--- src/rtl/timer_arbiter_pkg.sv ---
// Shared definitions for the timer arbiter: FSM state type, default sizes
// and the index-width helper used for requester numbers.
package timer_arbiter_pkg;

    typedef enum logic [1:0] {
        IDLE = 2'd0,
        RUN  = 2'd1,
        DONE = 2'd2
    } state_t;

    localparam int DEFAULT_REQ = 4;
    localparam int DEFAULT_N   = 8;

    // Bits needed to number 'count' requesters; never less than one bit.
    function automatic int index_width(input int count);
        return (count > 1) ? $clog2(count) : 1;
    endfunction

endpackage

--- src/rtl/timer_arbiter_rr_arbiter.sv ---
// Combinational round-robin picker: scans req starting at ptr, wrapping
// around, and returns the first set bit as a one-hot vector and an index.
// Kept generic so other shared resources can reuse it.
module rr_arbiter
    import timer_arbiter_pkg::*;
#(
    parameter int REQ = DEFAULT_REQ,
    parameter int IW  = index_width(REQ)
) (
    input  logic [REQ-1:0] req,
    input  logic [IW-1:0]  ptr,
    output logic [REQ-1:0] pick,
    output logic [IW-1:0]  pick_id,
    output logic           pick_valid
);

    logic          found;
    logic [IW-1:0] idx;

    // Walk the requesters in rotated order and keep only the first hit.
    always_comb begin
        pick    = '0;
        pick_id = '0;
        found   = 1'b0;
        idx     = '0;
        for (int k = 0; k < REQ; k++) begin
            idx = IW'((int'(ptr) + k) % REQ);
            if (!found && req[idx]) begin
                found     = 1'b1;
                pick[idx] = 1'b1;
                pick_id   = idx;
            end
        end
    end

    assign pick_valid = |req;

endmodule

--- src/rtl/timer_arbiter.sv ---
// Shared tick-count timer handed out round-robin to several requesters.
// The owner's delay is latched at grant time, counted on enabled ticks, and
// a one-cycle done pulse is returned to that owner when it expires.
// Optional build macro TIMER_ARBITER_ABORT_EN: the owner dropping its
// request during the count cancels the grant without a done pulse.
module timer_arbiter
    import timer_arbiter_pkg::*;
#(
    parameter int N   = DEFAULT_N,
    parameter int REQ = DEFAULT_REQ
) (
    input  logic                         clk,
    input  logic                         rst,
    input  logic                         ena,
    input  logic [REQ-1:0]               req,
    input  logic [REQ*N-1:0]             ticks,
    output logic [REQ-1:0]               gnt,
    output logic [REQ-1:0]               done,
    output logic                         busy,
    output logic [index_width(REQ)-1:0]  active_id
);

    localparam int IW = index_width(REQ);

    state_t         state;
    state_t         state_n;
    logic [IW-1:0]  ptr;
    logic [IW-1:0]  ptr_n;
    logic [IW-1:0]  active_id_n;
    logic [REQ-1:0] gnt_n;
    logic [REQ-1:0] done_n;
    logic [N-1:0]   count;
    logic [N-1:0]   count_n;
    logic [N-1:0]   limit;
    logic [N-1:0]   limit_n;
    logic [N-1:0]   pick_ticks;
    logic [REQ-1:0] pick;
    logic [IW-1:0]  pick_id;
    logic           pick_valid;
    logic           abort;

    // Requester after 'id', wrapping at REQ; used to rotate fairness.
    function automatic logic [IW-1:0] next_index(input logic [IW-1:0] id);
        return (int'(id) == REQ - 1) ? '0 : id + 1'b1;
    endfunction

    rr_arbiter #(
        .REQ(REQ),
        .IW (IW)
    ) u_rr_arbiter (
        .req       (req),
        .ptr       (ptr),
        .pick      (pick),
        .pick_id   (pick_id),
        .pick_valid(pick_valid)
    );

    assign pick_ticks = ticks[int'(pick_id)*N +: N];
    assign busy       = (state != IDLE);

    // Next-state and next-register logic; a zero delay is stretched to one
    // tick so the compare against limit-1 never underflows.
    always_comb begin
        state_n     = state;
        ptr_n       = ptr;
        count_n     = count;
        limit_n     = limit;
        gnt_n       = gnt;
        done_n      = '0;
        active_id_n = active_id;
        abort       = 1'b0;
`ifdef TIMER_ARBITER_ABORT_EN
        abort       = !req[active_id];
`endif
        case (state)
            IDLE: begin
                if (pick_valid) begin
                    state_n     = RUN;
                    gnt_n       = pick;
                    active_id_n = pick_id;
                    count_n     = '0;
                    limit_n     = (pick_ticks == '0) ? N'(1) : pick_ticks;
                end
            end
            RUN: begin
                if (abort) begin
                    state_n = IDLE;
                    gnt_n   = '0;
                    ptr_n   = next_index(active_id);
                end else if (ena) begin
                    if (count == limit - 1'b1) begin
                        state_n = DONE;
                        gnt_n   = '0;
                        done_n  = gnt;
                        ptr_n   = next_index(active_id);
                    end else begin
                        count_n = count + 1'b1;
                    end
                end
            end
            DONE: begin
                state_n = IDLE;
            end
            default: begin
                state_n = IDLE;
                gnt_n   = '0;
            end
        endcase
    end

    // State register; reset drops any grant in progress immediately.
    always_ff @(posedge clk or posedge rst) begin
        if (rst) begin
            state <= IDLE;
        end else begin
            state <= state_n;
        end
    end

    // Datapath and output registers.
    always_ff @(posedge clk or posedge rst) begin
        if (rst) begin
            ptr       <= '0;
            count     <= '0;
            limit     <= '0;
            gnt       <= '0;
            done      <= '0;
            active_id <= '0;
        end else begin
            ptr       <= ptr_n;
            count     <= count_n;
            limit     <= limit_n;
            gnt       <= gnt_n;
            done      <= done_n;
            active_id <= active_id_n;
        end
    end

endmodule

--- config.mk ---
export PLATFORM = sky130hd
export DESIGN_NAME = timer_arbiter
export DESIGN_NICKNAME = d
export VERILOG_FILES = /design/src/rtl/timer_arbiter_pkg.sv /design/src/rtl/timer_arbiter_rr_arbiter.sv /design/src/rtl/timer_arbiter.sv
export SDC_FILE = /design/constraint.sdc
export NUM_CORES = 1
export LEC_CHECK = 0
export BUFFER_PORTS_ARGS = -buffer_cell sky130_fd_sc_hd__buf_2
export CAP_MARGIN = 10
export CORE_ASPECT_RATIO = 0.75
export CORE_MARGIN = 2
export CORE_UTILIZATION = 56
export CTS_BUF_LIST = sky130_fd_sc_hd__clkbuf_8
export CTS_CLUSTER_DIAMETER = 80
export DETAILED_ROUTE_END_ITERATION = 8
export PLACE_DENSITY = 0.77
export REMOVE_ABC_BUFFERS = 1
export SYNTH_ARGS = -nofsm -noshare
export SYNTH_HDL_FRONTEND = slang
export SYNTH_SLANG_ARGS = --single-unit
--- constraint.sdc ---
create_clock -name clk -period 3.28 [get_ports clk]
set_input_delay 0 -clock clk [delete_from_list [all_inputs] [get_ports clk]]
set_output_delay 0 -clock clk [all_outputs]
set_load 0.03 [all_outputs]
# ---- Word-level counts from Yosys, hierarchy flattened
# Cells that the tools add are included.
dict set report word_totals {
  reg_bits 30
  wordCells 98
  inputBits 39
  output_inout_bits 11
}
dict set report classes {
  addsub 6
  n_lt_le_gt_ge 8
  n_reduce_logical 20
  n_eq_ne 8
  n_mux 44
  shift 1
  bitwise_logic 4
}
# operator n
set ops {}
lappend ops {{$mux 4} 10}
lappend ops {{$mux 8} 4}
lappend ops {{$shiftx 32x6->8} 1}
lappend ops {{$mux 2} 8}
lappend ops {{$pmux 8 s2} 1}
lappend ops {{$lt 2x3->1 const B} 4}
lappend ops {{$or 4x4->4} 3}
lappend ops {{$pmux 4 s3} 1}
lappend ops {{$mux 1} 11}
lappend ops {{$add 8x1->8 const B} 1}
lappend ops {{$bmux 1 s2} 4}
lappend ops {{$demux 1 s2} 4}
lappend ops {{$eq 8x8->1} 1}
lappend ops {{$ge 2x1->1 const B} 4}
lappend ops {{$logic_not 8->1} 1}
lappend ops {{$ne 2x2->1 const B} 4}
lappend ops {{$reduce_and 4->1} 2}
lappend ops {{$sub 8x1->8 const B} 1}
lappend ops {{$logic_and 1x1->1} 7}
lappend ops {{$reduce_and 3->1} 2}
lappend ops {{$add 2x1->2 const B} 2}
lappend ops {{$add 2x2->2 const B} 2}
lappend ops {{$eq 2x1->1 const B} 2}
lappend ops {{$pmux 2 s2} 1}
lappend ops {{7 further kinds} 10}

# ---- Depth between registers and ports, before layout
# Gate-level depths: netlist of run 1.
dict set report logic_depth {
  ltp_word 15
  depth_mapped 12
  mapped_depth_nobuf 9
}

# ---- By module
# Synthesis of run 1 repeated with hierarchy kept, for this count alone.
dict set report unflattened {
  hier_cells 255
  hier_area_um2 2354.8
}
# module area_each_um2 n_inst cells_per_inst seq_area_each_um2
set by_module_without_submodules {}
lappend by_module_without_submodules {timer_arbiter 1943.1 1 206 750.7}
lappend by_module_without_submodules {rr_arbiter 411.6 1 49 0.0}

# ---- Worst setup path before layout of run 1
# Ideal clock, no wire load.
dict set report synth_timing {
  kind {reg2reg}
  startpoint {register ptr[0]}
  endpoint {register gnt[0]}
  required_time_ns 3.202
  setup_time_ns 0.078
  slack_ns 0.751
  n_path_buf 1
  path_stages_with_launch 9
  t_arrival_ns 2.451
  synth_period_minus_slack_ns 2.529
  cell_sequence {dfrtp_1 > buf_4 > inv_1 > ha_1 > mux4_2 > a311oi_1 > a21oi_1 > a2bb2oi_1 > o2bb2ai_1}
}
dict set report synth_via {
  elab_chain_len 14
  word_cells_on_any_way 49
  cone_classes {add/sub (3); order compare (8); mux (25); bitwise (3); reduce/logical (10)}
}
# item line
set synth_lines {}
lappend synth_lines {{from (decl)} timer_arbiter.sv:27} ;# logic [IW-1:0] ptr;
lappend synth_lines {{from (signal assigned)} timer_arbiter.sv:130} ;# ptr <= ptr_n;
lappend synth_lines {{parallel branches: the longest is 11 deep, another holds $lt 2x3->1} -}
lappend synth_lines {{$mux 4 *} timer_arbiter_rr_arbiter.sv:28} ;# if (!found && req[idx]) begin
lappend synth_lines {{$mux 4 *} timer_arbiter.sv:77} ;# if (pick_valid) begin
lappend synth_lines {{$pmux 4 s3 *} timer_arbiter.sv:75} ;# case (state)
lappend synth_lines {{to (signal assigned)} timer_arbiter.sv:133} ;# gnt <= gnt_n;
lappend synth_lines {{to (decl)} timer_arbiter.sv:17} ;# output logic [REQ-1:0] gnt,
# Mark *: on every way between the ends. The select of a mux whose other input is x is not followed.
# A chain may end at the register's enable or synchronous reset.

# ---- Final worst setup path of run 1
dict set report layout_timing {
  startpoint {register ptr[1]}
  endpoint {register gnt[0]}
}
# The elaborated chain is that of the path after synthesis.

==> results of run 1 <==
[worst max path at each step]
stage	from	endpoint	slack, ns	depth (start not counted)
floorplan	ptr[0]	limit[0]	0.11	8
global placement	ptr[1]	gnt[2]	0.60	7
detailed placement	ptr[1]	gnt[0]	0.46	7
CTS	ptr[1]	gnt[0]	0.44	7
global route	ptr[1]	gnt[0]	0.18	7
finish	ptr[1]	gnt[0]	0.35	7
[cell usage in the layout, fill, tap and decap left out, types with 2 or more instances in the layout]
cell,Yosys,routed
sky130_fd_sc_hd__nor3_1,2,2
sky130_fd_sc_hd__o2bb2ai_1,5,5
sky130_fd_sc_hd__nor4_1,3,3
sky130_fd_sc_hd__o2111ai_1,2,2
sky130_fd_sc_hd__xnor2_1,6,6
sky130_fd_sc_hd__buf_2,5,49
sky130_fd_sc_hd__ha_1,11,11
sky130_fd_sc_hd__or2_2,3,3
sky130_fd_sc_hd__a2bb2oi_1,4,4
sky130_fd_sc_hd__a211oi_1,4,4
sky130_fd_sc_hd__o211ai_1,6,6
sky130_fd_sc_hd__xor2_1,4,4
sky130_fd_sc_hd__and2_1,6,6
sky130_fd_sc_hd__a31oi_1,2,2
sky130_fd_sc_hd__clkbuf_8,1,6
sky130_fd_sc_hd__nor4_2,2,2
sky130_fd_sc_hd__nand3_1,6,6
sky130_fd_sc_hd__mux2_2,10,10
sky130_fd_sc_hd__or3_1,2,2
sky130_fd_sc_hd__nor2_1,19,18
sky130_fd_sc_hd__or4_1,6,6
sky130_fd_sc_hd__nand2_1,40,40
sky130_fd_sc_hd__mux2_4,2,2
sky130_fd_sc_hd__nand4_1,3,3
sky130_fd_sc_hd__inv_1,6,7
sky130_fd_sc_hd__o21ai_1,10,10
sky130_fd_sc_hd__dfrtp_1,30,30
sky130_fd_sc_hd__mux2i_1,14,14
sky130_fd_sc_hd__or2_1,2,2
sky130_fd_sc_hd__buf_4,3,3
sky130_fd_sc_hd__nor3_4,2,2
sky130_fd_sc_hd__nor2b_1,6,6
sky130_fd_sc_hd__o21ai_0,8,8
sky130_fd_sc_hd__a21oi_1,10,10
[routing by layer]
metal	vias to the layer above	track usage [%]	share of wire [%]
li1	1083	-	-
met1	1019	33.4	48
met2	75	38.0	43
met3	5	4.84	6.9
met4	0	8.23	1.4
met5	-	0	0
[report_power, final]
group / total, mW / internal, mW / switching [mW]
clock: 0.300 / 0.166 / 0.135
combinational: 0.897 / 0.408 / 0.488
sequential: 0.679 / 0.487 / 0.192
total: 1.88 / 1.06 / 0.815
[sequential cells by signal, summed over array words and instances, names as in the netlist]
signal     flops
active_id      2
count          8
done           4
state          2
ptr            2
gnt            4
limit          8
[through the flow]
step,std cells,setup slack [ns]
floorplan,258,0.111
global placement,365,0.603
detailed placement,365,0.456
CTS,373,0.440
global route,375,0.181
finish,375,0.354
[kinds of logic after synthesis]
logic type	share of synthesized area [%]
and+or+nand+nor	24.1
AOI/OAI and AO/OA	18.7
DFF	30.3
xor gates and xnor gates	3.54
adders and majority gates	5.56
muxes	12.3
buffers and inverters	5.40
[cell type report]
| class | count | area share (%) |
|---|---|---|
| Clock buffer | 6 | 2.91 |
| Clock inverter | 2 | 0.309 |
| Inverter | 6 | 0.795 |
| Multi-Input combinational cell | 222 | 56.3 |
| Sequential cell | 30 | 26.5 |
| Tap cell | 55 | 2.43 |
| Timing Repair Buffer | 54 | 10.8 |
[worst max-delay path: cells and delay by family (launching register included)]
| family | cells | cell delay, ns |
|---|---|---|
| AO/OA/AOI/OAI | 4 | 1.03 |
| flip-flops | 1 | 0.61 |
| multiplexers | 1 | 0.59 |
| adder cells (fa/ha/maj) | 1 | 0.45 |
| buffers and inverters | 1 | 0.17 |
[repair_timing]
item,in CTS,in global routing
setup buffers,0,0
gates resized for setup,0,0
hold endpoints to repair,0,30
hold buffers,0,1
==> flow_summary.json, run 1 <==
{
  "result_of_the_run": "completed",
  "sequential_cell_area_sq_um": 751,
  "finish.net_count": 369,
  "drc": 0,
  "start_kind": "register",
  "finalWeightedCongestion": 0.893,
  "cts_tree": "built",
  "synth-async-reset-ratio_pct": 100,
  "report.final.hold_viol_count": 0,
  "clockRootBuffer": "sky130_fd_sc_hd__clkbuf_8",
  "synth_seq_cells": 30,
  "avg_wl_per_cell_um": 14.6,
  "final-max-slew-violation-count": 0,
  "drtPass1Iterations": 4,
  "clock-sinks": 30,
  "initial_core_utilization_pct": 59.6,
  "antenna_found_initial": 0,
  "global_route.usage.total_pct": 24.1,
  "synth.top_cells.by_count": "sky130_fd_sc_hd__nand2_1, sky130_fd_sc_hd__dfrtp_1, sky130_fd_sc_hd__nor2_1",
  "max_cap_viol_count": 0,
  "synth.yosys.warnings": 0,
  "overall_via_count_from_detail_route": 2182,
  "timing.hold.worst_endpoint": "state[1]",
  "required_ns": 3.49,
  "cp_cell_sequence": "inv_1 -> ha_1 -> mux4_2 -> a311oi_1 -> a21oi_1 -> a2bb2oi_1 -> o2bb2ai_1",
  "die-width_um": 80.8,
  "fin_worst_hold_slack_ns": 0.108,
  "largest_area_contributor_in_the_synthesized_netlist": "sky130_fd_sc_hd__dfrtp_1",
  "reg2regPathDepth": 7,
  "std_cell_rows": 20,
  "vdd_drop_max_mv": 0.322,
  "cts_max_level": 2,
  "vias_per_cell": 5.82,
  "holdCritStartpoint": "ena",
  "pin_count": 50,
  "worstHoldPathType": "in -> reg",
  "diodes": 0,
  "area_delta_synth_final_pct": 14.4,
  "detailed_place.area_sq_um": 2710,
  "cts.clk_slew.worst_paths_ns": 0.06,
  "final_period_minus_worst_setup_slack_ns": 2.93,
  "place.detailed.hpwl_um": 4140,
  "cp_max_fo": 13,
  "die_area_sq_um": 4980,
  "synth.avg_cell_area_sq_um": 8.98,
  "min_path_cells": 3,
  "multi_input_logic_area_sq_um": 1600,
  "floorplan.core_area_sq_um": 4150,
  "static-leakage-power_nw": 1.26,
  "worst_setup_path_end_kind": "register",
  "critPathSlowestCell": "sky130_fd_sc_hd__dfrtp_1",
  "power_mw": 1.88,
  "netlist_instances": 276,
  "cts_buffers": 5,
  "drt_iter0_markers": 157,
  "pin_count_of_the_biggest_net_entering_global_routing": 31,
  "layout.filler_cells": 347,
  "timing.setup.tns_ns": 0,
  "grt_pass1_vias": 1960,
  "yosys.cell_count.top_type": "sky130_fd_sc_hd__nand2_1",
  "cpPeakStageDelay_ns": 0.61,
  "synthFlopType": "sky130_fd_sc_hd__dfrtp_1",
  "wire_length_of_the_first_global_routing_pass_um": 9090,
  "routed_wirelength_um": 5460,
  "worst_endpoint_data_arrival_time_ns": 3.13,
  "postLayoutCoreUtil_pct": 68.2,
  "finalSetupViolations": 0,
  "cellPowerDensity_nw_per_um2": 662,
  "timing_worst_setup_path_type": "reg -> reg",
  "reg2reg_setup_slack_ns": 0.35,
  "timing_worst_slew_pin_value_ns": 0.832,
  "mappedNetlistArea_sq_um": 2480,
  "worst_clock_skew_ns": 0.00529,
  "proportion_of_synthesized_chip_area_in_sequential_cells_pct": 30.3,
  "clk_latency_ns": 0.29,
  "final_layout_size_suffix_gt1_share_pct": 27.2,
  "synth-edff-count": 0,
  "globalRouteOverflowTotal": 0,
  "clockBufferDepth": 2,
  "final_area_sq_um": 2830,
  "die_y_um": 61.6,
  "crit-reg2reg-capture": "gnt[0]",
  "timing.fmax_ghz": 0.342,
  "share_of_the_synthesized_area_in_the_top_cell_type_pct": 30.3,
  "regToRegStartpoint": "ptr[1]",
  "port_buffers": 49,
  "timing.final.crit_share_pct": 89.2,
  "post_synth_num_cell_types": 59,
  "timing.slew.headroom_pct": 44.4,
  "rsz0062_at_grt": "no",
  "ys_top_cells_by_area": "sky130_fd_sc_hd__dfrtp_1, sky130_fd_sc_hd__nand2_1, sky130_fd_sc_hd__mux2i_1",
  "ant_nets": 0
}
No activity file was read; power rests on OpenSTA's default activity.
==> run 2, diff against run 1 <==
--- a/config.mk
+++ b/config.mk
@@ -8,7 +8,7 @@
 export BUFFER_PORTS_ARGS = -buffer_cell sky130_fd_sc_hd__buf_2
 export CAP_MARGIN = 10
 export CORE_ASPECT_RATIO = 0.75
-export CORE_MARGIN = 2
+export CORE_MARGIN = 3
 export CORE_UTILIZATION = 56
 export CTS_BUF_LIST = sky130_fd_sc_hd__clkbuf_8
 export CTS_CLUSTER_DIAMETER = 80
==> flow_summary.json, run 2 (synthesis results as in run 1) <==
{
  "pin_count": 50,
  "vdd_drop_max_mv": 0.315,
  "most-common-layout-cells": "sky130_fd_sc_hd__buf_2, sky130_fd_sc_hd__nand2_1, sky130_fd_sc_hd__dfrtp_1, sky130_fd_sc_hd__nor2_1, sky130_fd_sc_hd__mux2i_1",
  "grt_pass1_vias": 2076,
  "worst_setup_path_end_kind": "register",
  "routed_wirelength_um": 5640,
  "port_buffers": 49,
  "cts_buffers": 5,
  "cts.clk_slew.worst_paths_ns": 0.07,
  "rsz0062_at_grt": "no",
  "drtPass1Iterations": 4,
  "place.detailed.hpwl_um": 4310,
  "cellPowerDensity_nw_per_um2": 669,
  "cpPeakStageDelay_ns": 0.59,
  "post_cts_resize_count": 0,
  "worst_clock_skew_ns": 0.00698,
  "globalRouteOverflowTotal": 0,
  "ctsHoldBuffers": 1,
  "clk_latency_ns": 0.28,
  "cp_max_fo": 7,
  "drc": 0,
  "result_of_the_run": "completed",
  "layout.filler_cells": 374,
  "final_period_minus_worst_setup_slack_ns": 2.59,
  "cts_tree": "built",
  "std_cell_rows": 20,
  "die_y_um": 63.6,
  "wire_length_of_the_first_global_routing_pass_um": 9790,
  "final_cell_count_no_fill": 376,
  "finish.net_count": 370,
  "drt_iter0_markers": 123,
  "die-width_um": 82.8,
  "vias_per_cell": 5.95,
  "max_cap_viol_count": 0,
  "most_common_cell_after_layout_fill_and_taps_aside": "sky130_fd_sc_hd__buf_2",
  "clock-sinks": 30,
  "cts_max_level": 2,
  "start_kind": "register",
  "report.final.hold_viol_count": 0,
  "cts_setup_buffers": 0,
  "diodes": 0,
  "antenna_found_initial": 0,
  "overall_via_count_from_detail_route": 2236,
  "timing_worst_slew_pin_value_ns": 0.913,
  "cp_cell_sequence": "inv_1 -> ha_1 -> mux4_2 -> a311oi_1 -> a21oi_1 -> a2bb2oi_1 -> o2bb2ai_1",
  "timing.setup.tns_ns": 0,
  "final_area_sq_um": 2830,
  "finalWeightedCongestion": 0.911,
  "ant_nets": 0,
  "global_route.usage.total_pct": 22.6,
  "final-max-slew-violation-count": 0,
  "pin_count_of_the_biggest_net_entering_global_routing": 22,
  "die_area_sq_um": 5270,
  "timing.slew.headroom_pct": 38.9,
  "worstHoldPathType": "in -> reg",
  "area_delta_synth_final_pct": 14.0,
  "clockRootBuffer": "sky130_fd_sc_hd__clkbuf_8",
  "floorplan.core_area_sq_um": 4150,
  "required_ns": 3.49,
  "worst_endpoint_data_arrival_time_ns": 2.80,
  "dp_cells": 367,
  "biggestRegsByFlops": "count: 8 flops, limit: 8 flops",
  "timing.fmax_ghz": 0.386,
  "static-leakage-power_nw": 1.25,
  "avg_wl_per_cell_um": 15.0,
  "crit_buf_inv": 1,
  "detailed_place.area_sq_um": 2720,
  "initial_core_utilization_pct": 59.6,
  "postLayoutCoreUtil_pct": 68.0,
  "timing_worst_setup_path_type": "reg -> reg",
  "critPathSlowestCell": "sky130_fd_sc_hd__mux4_2",
  "crit_family": "compound AO/OA/AOI/OAI gates",
  "finalSetupViolations": 0,
  "clockBufferDepth": 2,
  "final_layout_size_suffix_gt1_share_pct": 27.7,
  "timing.final.crit_share_pct": 78.9
}
[run 2: changes by cell type in the layout (fill, tap and decap cells not counted)]
cell / change
sky130_fd_sc_hd__buf_16: -1
sky130_fd_sc_hd__buf_4: +2
sky130_fd_sc_hd__clkinvlp_4: +1
sky130_fd_sc_hd__inv_1: -1
[run 2: worst paths after layout]
kind                                from  endpoint  slack, ns  depth (start not counted)
max in group asynchronous            rst   done[2]       2.30                          4
worst min register to register    gnt[0]    gnt[0]       0.51                          1
min in group asynchronous            rst    gnt[3]       0.34                          3
worst min-delay path            ticks[9]  limit[1]       0.11                          5
worst max register to register    ptr[0]    gnt[2]       0.69                          7
worst max-delay path              ptr[0]    gnt[2]       0.69                          7
[run 2: layer usage]
metal	vias up	wire length [um]	GRT usage, %
met2	92	2400	34.9
met1	1045	2710	32.1
met5	-	0	0
met4	0	92	7.76
met3	11	437	3.92
li1	1088	-	-
[run 2: cell type report]
cell class | count | area (sq um) | area share [%]
clock buffers | 6 | 82.6 | 2.92
flip-flops and latches | 30 | 751 | 26.6
well taps | 55 | 68.8 | 2.44
repair buffers | 55 | 293 | 10.4
multi-input cells | 222 | 1600 | 56.5
inverters | 6 | 22.5 | 0.797
clock inverters | 2 | 12.5 | 0.443
[run 2: worst register-to-register path, cell delays in order (launching register included)]
cell and delay [ns]:
sky130_fd_sc_hd__dfrtp_1 0.34, sky130_fd_sc_hd__inv_1 0.14, sky130_fd_sc_hd__ha_1 0.44, sky130_fd_sc_hd__mux4_2 0.59, sky130_fd_sc_hd__a311oi_1 0.51, sky130_fd_sc_hd__a21oi_1 0.16, sky130_fd_sc_hd__a2bb2oi_1 0.16, sky130_fd_sc_hd__o2bb2ai_1 0.17
[run 2: power by group]
group	total (mW)	switching (mW)	internal [mW]	leakage (nW)
registers	0.676	0.189	0.487	0.380
logic	0.902	0.493	0.409	0.827
clock network	0.311	0.143	0.168	0.0472
[run 2: through the flow]
stage | total power [mW] | hold slack [ns] | setup slack, ns
global route | 2.04 | 0.138 | 0.370
detailed placement | 1.58 | 0.113 | 0.714
CTS | 1.90 | 0.112 | 0.708
global placement | 1.55 | 0.107 | 0.773
finish | 1.89 | 0.112 | 0.691
floorplan | 1.33 | 0.0908 | 0.111
==> run 3, diff against run 2 <==
--- a/config.mk
+++ b/config.mk
@@ -9,11 +9,11 @@
 export CAP_MARGIN = 10
 export CORE_ASPECT_RATIO = 0.75
 export CORE_MARGIN = 3
-export CORE_UTILIZATION = 56
+export CORE_UTILIZATION = 52
 export CTS_BUF_LIST = sky130_fd_sc_hd__clkbuf_8
 export CTS_CLUSTER_DIAMETER = 80
 export DETAILED_ROUTE_END_ITERATION = 8
-export PLACE_DENSITY = 0.77
+export PLACE_DENSITY = 0.75
 export REMOVE_ABC_BUFFERS = 1
 export SYNTH_ARGS = -nofsm -noshare
 export SYNTH_HDL_FRONTEND = slang
==> constraint.sdc (replaced) <==
create_clock -name clk -period 2.3 [get_ports clk]
set_input_delay 0 -clock clk [delete_from_list [all_inputs] [get_ports clk]]
set_output_delay 0 -clock clk [all_outputs]
set_load 0.03 [all_outputs]
==> flow_summary.json, run 3 (synthesis results as in run 1) <==
{
  "grt_pass1_vias": 2033,
  "final-max-slew-violation-count": 0,
  "ant_nets": 0,
  "worstHoldPathType": "in -> reg",
  "layout_setup_ws_ns": -0.00648,
  "global_route.usage.total_pct": 21.1,
  "overall_via_count_from_detail_route": 2264,
  "critical_path.startpoint": "ptr[0]",
  "combPwrFrac_pct": 51.4,
  "timing.final.crit_share_pct": 100,
  "final_layout_size_suffix_gt1_share_pct": 36.8,
  "area_delta_synth_final_pct": 26.0,
  "die_y_um": 65.8,
  "floorplan.core_area_sq_um": 4520,
  "timing.slew.headroom_pct": 50.7,
  "timing_worst_setup_path_type": "reg -> reg",
  "drc": 0,
  "power.share.switching_pct": 41.0,
  "rsz0062_at_grt": "yes",
  "crit_buf_inv": 3,
  "timing.setup.tns_ns": -0.00648,
  "reg2regPathDepth": 9,
  "clockRootBuffer": "sky130_fd_sc_hd__clkbuf_8",
  "finalSetupViolations": 1,
  "antenna_found_initial": 0,
  "multi_input_logic_area_sq_um": 1670,
  "vdd_drop_max_mv": 0.505,
  "cts_tree": "built",
  "result_of_the_run": "complete, but fails checks",
  "most_common_cell_after_layout_fill_and_taps_aside": "sky130_fd_sc_hd__buf_2",
  "diodes": 0,
  "routed_wirelength_um": 5950,
  "biggestRegsByFlops": "count: 8 flops, limit: 8 flops",
  "timing_worst_slew_pin_value_ns": 0.732,
  "globalRouteOverflowTotal": 0,
  "drt_iter0_markers": 125,
  "worst_clock_skew_ns": 0.00606,
  "die_area_sq_um": 5640,
  "cp_cell_sequence": "inv_2 -> ha_4 -> buf_6 -> mux4_2 -> a311oi_2 -> buf_4 -> a21oi_1 -> a2bb2oi_1 -> o2bb2ai_1",
  "vias_per_cell": 5.59,
  "fin_worst_hold_slack_ns": 0.115,
  "max_cap_viol_count": 0,
  "wire_length_of_the_first_global_routing_pass_um": 9490,
  "required_ns": 2.50,
  "worst_endpoint_data_arrival_time_ns": 2.51,
  "sequential_cell_area_sq_um": 751,
  "clock-sinks": 30,
  "die-width_um": 85.7,
  "static-leakage-power_nw": 1.42,
  "seq_power_share_pct": 31.4,
  "cpPeakStageDelay_ns": 0.55,
  "reg2reg_setup_slack_ns": -0.006,
  "drtPass1Iterations": 6,
  "total_switching_power_mw": 1.24,
  "cts_max_level": 2,
  "power_frac_clock_pct": 17.2,
  "worst_setup_path_end_kind": "register",
  "timing.critical_path.to": "gnt[1]",
  "cellPowerDensity_nw_per_um2": 966,
  "pin_count": 50,
  "regToRegStartpoint": "ptr[0]",
  "crit_family": "compound AO/OA/AOI/OAI gates",
  "port_buffers": 49,
  "place.detailed.hpwl_um": 4350,
  "report.final.hold_viol_count": 0,
  "final_period_minus_worst_setup_slack_ns": 2.31,
  "worst-path-stages": 9,
  "post-place-ws_ns": -0.135,
  "crit-reg2reg-capture": "gnt[1]",
  "critPathSlowestCell": "sky130_fd_sc_hd__mux4_2",
  "initial_core_utilization_pct": 54.8,
  "avg_wl_per_cell_um": 14.7,
  "violations": "negative setup slack",
  "clk_latency_ns": 0.28,
  "cts.clk_slew.worst_paths_ns": 0.06,
  "cellInternalPower_mw": 1.78,
  "cp_max_fo": 4,
  "cts_buffers": 5,
  "finalWeightedCongestion": 0.834,
  "postLayoutCoreUtil_pct": 69.1,
  "finish.net_count": 397,
  "start_kind": "register",
  "clockBufferDepth": 2,
  "pin_count_of_the_biggest_net_entering_global_routing": 31,
  "timing.fmax_ghz": 0.434,
  "std_cell_rows": 21,
  "most-common-layout-cells": "sky130_fd_sc_hd__buf_2, sky130_fd_sc_hd__nand2_1, sky130_fd_sc_hd__dfrtp_1, sky130_fd_sc_hd__buf_4, sky130_fd_sc_hd__nor2_1",
  "layout.filler_cells": 381
}
==> run 3: worst reg2reg max path: cells and delay by family (launching register included) <==
family	cells	cell delay, ns
buffers and inverters	3	0.35
adders and majority gates	1	0.29
muxes	1	0.55
DFF	1	0.39
AOI/OAI and AO/OA	4	0.65
==> run 3: per-layer routing <==
metal	part of all wire, %	global-route usage [%]
met2	46	31.8
met4	0.72	5.93
met3	5.1	4.23
met5	0	0
met1	48	30.5
==> run 3: how the worst min path moves through the flow <==
stage,cells past startpoint,from,endpoint
finish,5,ticks[9],limit[1]
floorplan,1,rst,active_id[0]
detailed placement,3,rst,active_id[0]
CTS,5,ticks[9],limit[1]
global route,5,ticks[11],limit[3]
global placement,3,rst,state[0]
==> run 3: stage by stage <==
stage,cell area (sq um),power [mW],cells
floorplan,2370,1.90,258
global placement,2840,2.28,384
detailed placement,2840,2.32,384
CTS,2970,2.87,394
global route,3120,3.23,405
finish,3120,3.02,405
==> run 3: cell type report <==
cell class,instances,area share (%)
multi-input combinational,222,53.3
sequential,30,24.0
timing repair buffer,82,16.1
tap,57,2.28
clock buffer,5,2.20
clock inverter,3,1.28
inverter,6,0.721
==> run 3: power groups by stage <==
stage / Clock [mW] / Sequential (mW) / Combinational [mW]
after CTS: 0.525 / 0.932 / 1.41
after detailed placement: 0 / 0.936 / 1.38
final: 0.518 / 0.948 / 1.55
after global placement: 0 / 0.930 / 1.35
after floorplan: 0 / 0.999 / 0.901
after global routing: 0.555 / 0.975 / 1.70
==> run 3: what timing repair did <==
action | CTS | global route
setup endpoints to repair | 8 | 16
cloned | 0 | 1
hold buffers | 1 | 0
endpoints found under the hold margin | 30 | 0
buffers inserted | 1 | 10
pin swaps | 1 | 10
resized for setup | 2 | 12
